$ cat src/rtl/alu_serial_seq.sv
// Bit-serial ALU: one add/logic slice walks a WIDTH-bit operand pair LSB first,
// accumulating carry/equality/sign state, then publishes a registered result and flags.
module alu_serial_seq #(
    parameter int unsigned WIDTH = 32
) (
    input  logic             clk_i,
    input  logic             rst_i,
    input  logic             start_i,
    input  logic [3:0]       ctrl_i,
    input  logic [2:0]       bonus_i,
    input  logic [WIDTH-1:0] src1_i,
    input  logic [WIDTH-1:0] src2_i,
    output logic             busy_o,
    output logic             done_o,
    output logic [WIDTH-1:0] result_o,
    output logic             zero_o,
    output logic             cout_o,
    output logic             overflow_o
);

    localparam int unsigned IW = $clog2(WIDTH);
    localparam logic [IW-1:0] LAST = IW'(WIDTH - 1);

    localparam logic [3:0] OP_AND = 4'b0000;
    localparam logic [3:0] OP_OR  = 4'b0001;
    localparam logic [3:0] OP_ADD = 4'b0010;
    localparam logic [3:0] OP_SUB = 4'b0110;
    localparam logic [3:0] OP_CMP = 4'b0111;
    localparam logic [3:0] OP_NOR = 4'b1100;

    typedef enum logic [1:0] {IDLE, RUN, DONE} state_t;

    state_t           state;
    logic [WIDTH-1:0] op_a;
    logic [WIDTH-1:0] op_b;
    logic [3:0]       ctrl;
    logic [2:0]       bonus;
    logic [WIDTH-1:0] sreg;
    logic [IW-1:0]    idx;
    logic             carry;
    logic             eq;
    logic             ovf;
    logic             less;

    logic             a;
    logic             b;
    logic             sum;
    logic             cnext;
    logic             bitv;

    always_comb begin
        a     = op_a[idx] ^ ctrl[3];
        b     = op_b[idx] ^ ctrl[2];
        sum   = a ^ b ^ carry;
        cnext = (a & b) | (a & carry) | (b & carry);
        case (ctrl)
            OP_AND, OP_NOR: bitv = a & b;
            OP_OR:          bitv = a | b;
            default:        bitv = sum;
        endcase
    end

    logic             cmp_flag;
    logic [WIDTH-1:0] fin_res;
    logic             fin_cout;
    logic             fin_ovf;

    always_comb begin
        case (bonus)
            3'd0:    cmp_flag = less;
            3'd1:    cmp_flag = ~less & ~eq;
            3'd2:    cmp_flag = less | eq;
            3'd3:    cmp_flag = ~less;
            3'd4:    cmp_flag = eq;
            3'd5:    cmp_flag = ~eq;
            default: cmp_flag = 1'b0;
        endcase

        fin_res  = '0;
        fin_cout = 1'b0;
        fin_ovf  = 1'b0;
        case (ctrl)
            OP_AND, OP_OR, OP_NOR: fin_res = sreg;
            OP_ADD, OP_SUB: begin
                fin_res  = sreg;
                fin_cout = carry;
                fin_ovf  = ovf;
            end
            OP_CMP: begin
                fin_res[0] = cmp_flag;
                fin_cout   = carry;
            end
            default: ;
        endcase
    end

    always_ff @(posedge clk_i) begin
        if (rst_i) begin
            state      <= IDLE;
            result_o   <= '0;
            zero_o     <= 1'b0;
            cout_o     <= 1'b0;
            overflow_o <= 1'b0;
            busy_o     <= 1'b0;
            done_o     <= 1'b0;
            idx        <= '0;
            op_a       <= '0;
            op_b       <= '0;
            ctrl       <= '0;
            bonus      <= '0;
            sreg       <= '0;
            carry      <= 1'b0;
            eq         <= 1'b0;
            ovf        <= 1'b0;
            less       <= 1'b0;
        end else begin
            done_o <= 1'b0;
            case (state)
                IDLE: begin
                    if (start_i) begin
                        op_a   <= src1_i;
                        op_b   <= src2_i;
                        ctrl   <= ctrl_i;
                        bonus  <= bonus_i;
                        carry  <= ctrl_i[2];
                        eq     <= 1'b1;
                        idx    <= '0;
                        busy_o <= 1'b1;
                        state  <= RUN;
                    end
                end
                RUN: begin
                    sreg[idx] <= bitv;
                    carry     <= cnext;
                    eq        <= eq & ~(op_a[idx] ^ op_b[idx]);
                    if (idx == LAST) begin
                        // carry still holds the MSB carry-in here
                        ovf   <= carry ^ cnext;
                        less  <= sum ^ (carry ^ cnext);
                        state <= DONE;
                    end else begin
                        idx <= idx + 1'b1;
                    end
                end
                DONE: begin
                    result_o   <= fin_res;
                    zero_o     <= (fin_res == '0);
                    cout_o     <= fin_cout;
                    overflow_o <= fin_ovf;
                    done_o     <= 1'b1;
                    busy_o     <= 1'b0;
                    state      <= IDLE;
                end
                default: state <= IDLE;
            endcase
        end
    end

endmodule

$ cat config.mk
export PLATFORM = sky130hd
export DESIGN_NAME = alu_serial_seq
export DESIGN_NICKNAME = d
export VERILOG_FILES = /design/src/rtl/alu_serial_seq.sv
export SDC_FILE = /design/constraint.sdc
export NUM_CORES = 1
export LEC_CHECK = 0
export BUFFER_PORTS_ARGS = -buffer_cell sky130_fd_sc_hd__clkbuf_2
export CAP_MARGIN = 5
export CELL_PAD_IN_SITES_DETAIL_PLACEMENT = 0
export CELL_PAD_IN_SITES_GLOBAL_PLACEMENT = 1
export CORE_AREA = 5 5 136 202
export DETAILED_ROUTE_END_ITERATION = 8
export DIE_AREA = 0 0 141 207
export PLACE_DENSITY_LB_ADDON = 0.2
export SYNTH_ARGS = -nofsm -noshare
export SYNTH_HDL_FRONTEND = slang
export SYNTH_SLANG_ARGS = --single-unit
$ cat constraint.sdc
create_clock -name clk_i -period 4.77 [get_ports clk_i]
set_clock_uncertainty 0.05 [all_clocks]
set_input_delay 0.477 -clock clk_i [delete_from_list [all_inputs] [get_ports clk_i]]
set_output_delay 0.477 -clock clk_i [all_outputs]
set_load 0.02 [all_outputs]
==> results.md <==
* TNS Setup at 0 ns
* Cell variety after synth at 39
* Mapped cell area at 6270 um2
* Final setup viols at 0
* PwrDens at 383 nW/um2
* Area after DPL at 7060 um2
* Initial antenna violation count at 0
* DR pass1 iterations at 4
* Post-DP HPWL at 13.7 mm
* PortBufs at 110
* Final Hold Viols at 0
* Hold Path Class: in2reg
* Synthesis-to-finish area growth at 21.6%
* Outcome: completed
* Routability cong. at 0.752
* Wire per inst at 16.0 um
* Required @ worst endpoint at 5.06 ns
* Slowest cell delay on critical path at 0.71 ns
* Top_reg_cell synth: dfxtp_1
* Layout cells sized above 1 at 0.193
* Tmin final at 3.93 ns
* Syn nets at 841
* Design area at 7630 um2
* Antenna cells at 0
* CP cell instances: buf_12, mux2i_1, o22ai_1, or3_1, o21ai_1, and4_4, xnor2_1, inv_1, ha_1, o21ai_0, a22oi_1, o21ai_2, buf_4, nand2_1, a21oi_1
* Syn Area/Cell at 8.27 um2
* Post-CTS setup buffers at 0
* R2R Path Start: idx[1]
* Worst Path Arrival at 4.22 ns
* CP Max Fanout at 27
* Total Wirelength at 19.0 mm
* Initial Util at 0.245
* Area share of the largest cell type after synthesis at 0.482
* YS warnings at 0
* Hold buffer count at cts at 0
* Die Ht at 207 um
* Yosys top cell by area: dfxtp_1
* CP endpoint: sreg[1]
* Initial DRC Count at 266
* Startpoint types: flop
* Worst r2r path cells at 15
* Global Route Usage Sum at 0.129
* Largest net degree at the start of global routing at 85
* Synth top area cells: dfxtp_1 (48%), nand2_1 (11%), a21oi_1 (9.0%), mux2i_1 (4.6%), a22o_1 (4.2%)
* I/O pin cnt at 111
* Critical path's slowest cell: o21ai_2
* Max_cap viols at 0
* Clk_lat worst skew at 0.43 ns
* Crit Reg-Reg Endpoint: sreg[1]
* Post-CTS sizing at 0
* Max Slew Vio Count at 0
* DRC Markers at 0
* Hold slack final at 0.213 ns
* Seq/Total Area, Yosys at 0.482
* # nets final at 919
* Remaining global-route overflow at 0
* CP Capture Type: flop
* RSZ-0062 raised after global routing: no
* Core Footprint at 25600 um2
* Post-route ant nets at 0
* Root buffer cell: clkbuf_16
* TritonCTS clock tree: done
* Post-synth ARST share at 0
* Num CTS Buffers at 17
* Worst rel slew slack at 0.264
* Tcrit/Tclk final at 0.824
* Worst vdd ir at 238 uV
* Most numerous cell in the Yosys netlist: nand2_1
* CTS clk-pin slew, worst paths at 0.07 ns
* Vias in the first global route at 5372
* Die area at 29200 um2
* Fmax at 254 MHz
* Synth Instances at 758
* Worst-Margin Slew at 1.10 ns
* Via count at 5306
* Leakage power at 2.85 nW
* Number of synthesized flops with an enable pin at 0
* Die Span X at 141 um
* Synth cell count leaders: nand2_1 (182), dfxtp_1 (151), a21oi_1 (113), nor2_1 (50), clkbuf_1 (48)
* Clock Sinks at 151
* Critical Path Start: idx[1]
* H-tree depth at 4
* Row count at 72
* Register bit total from synthesis at 151
* CTS max path bufs at 2
* Global-route wire length before repair at 29.4 mm
* Reg2Reg Setup Slack at 0.84 ns
* Vias per cell at 4.49
* WS Path Type: reg2reg
-- power by group --
| group | leakage, nW | switching (W) | internal [W] |
|---|---|---|---|
| clock | 0.276 | 0.000579 | 0.000730 |
| sequential | 1.23 | 0.0000349 | 0.00130 |
| combinational | 1.34 | 0.000175 | 0.000102 |
| total | 2.85 | 0.000789 | 0.00213 |
-- flip-flops by register name, indices dropped and copies added, names as in the netlist --
| name | flops |
|---|---|
| op_a | 32 |
| sreg | 32 |
| zero_o | 1 |
| eq | 1 |
| busy_o | 1 |
| idx | 5 |
| op_b | 32 |
| carry | 1 |
| bonus | 3 |
| done_o | 1 |
| state | 2 |
| overflow_o | 1 |
| less | 1 |
| cout_o | 1 |
| result_o | 32 |
| ovf | 1 |
| ctrl | 4 |
-- routing by layer --
metal  routed length [um]  global-route usage  up-vias
met4                  363              0.0481        0
met5                    0                   0        -
met3                  552              0.0249       24
met1                 7900               0.143     2439
met2                10100               0.239       89
li1                     -                   -     2754
-- worst min path at each step --
stage	to	slack (ns)	from	depth (start not counted)
after CTS	op_b[19]	0.18	src2_i[19]	3
after global routing	op_a[0]	0.20	src1_i[0]	3
final	op_b[19]	0.21	src2_i[19]	3
after global placement	op_a[6]	0.39	op_a[6]	2
after floorplan	op_a[26]	0.38	op_a[26]	2
after detailed placement	result_o[26]	0.40	result_o[26]	2
-- area by class of cell --
type | instances | area [um2]
Clock buffer | 17 | 425
Timing Repair Buffer | 119 | 633
Tap cell | 333 | 417
Inverter | 6 | 22.5
Multi-Input combinational cell | 541 | 2960
Clock inverter | 15 | 143
Sequential cell | 151 | 3020
Fill cell | 2832 | 18000
-- placed cells by master, fill, tap and decap left out, types with 3 or more instances in the layout --
cell       count
nand3b_1       4
buf_4          9
xor2_1         3
a21oi_1      113
nor2_1        49
o22ai_1        9
xnor2_1        4
inv_6          7
clkbuf_16     17
a22oi_1        3
nor2b_1        6
dfxtp_1      150
nand2_1      182
ha_1           7
a22o_1        30
a211oi_1       4
clkbuf_2     109
o21ai_1        5
o21ai_0       45
nor3_1         6
clkinv_4       3
mux2i_1       29
nor4_1         7
nand4_1        7
inv_1          6
nand3_1        3
-- critical path, delay by kind of cell, from the launching register on --
family / cells / cell delay (ns)
fa+ha+maj: 1 / 0.19
simple gates: 3 / 0.70
buf+inv: 3 / 0.69
flops: 1 / 0.50
compound gates: 6 / 1.29
mux: 1 / 0.23
xor+xnor: 1 / 0.19
-- cells by family after synthesis --
| group | after synthesis | synth area share |
|---|---|---|
| compound gates | 213 | 0.195 |
| xor+xnor | 7 | 0.00978 |
| fa+ha+maj | 9 | 0.0204 |
| buf+inv | 66 | 0.0481 |
| flops | 151 | 0.482 |
| mux | 31 | 0.0535 |
| simple gates | 281 | 0.192 |
-- per-stage QoR --
step | setup WS (ns) | util | total power, W | instances
final | 0.840 | 0.298 | 0.00292 | 1182
after global routing | 0.550 | 0.298 | 0.00306 | 1182
after CTS | 0.860 | 0.298 | 0.00298 | 1182
after detailed placement | 0.868 | 0.276 | 0.00165 | 1150
after global placement | 0.947 | 0.276 | 0.00165 | 1150
after floorplan | 1.63 | - | 0.00154 | 758
No activity file was read; power rests on OpenSTA's default activity.
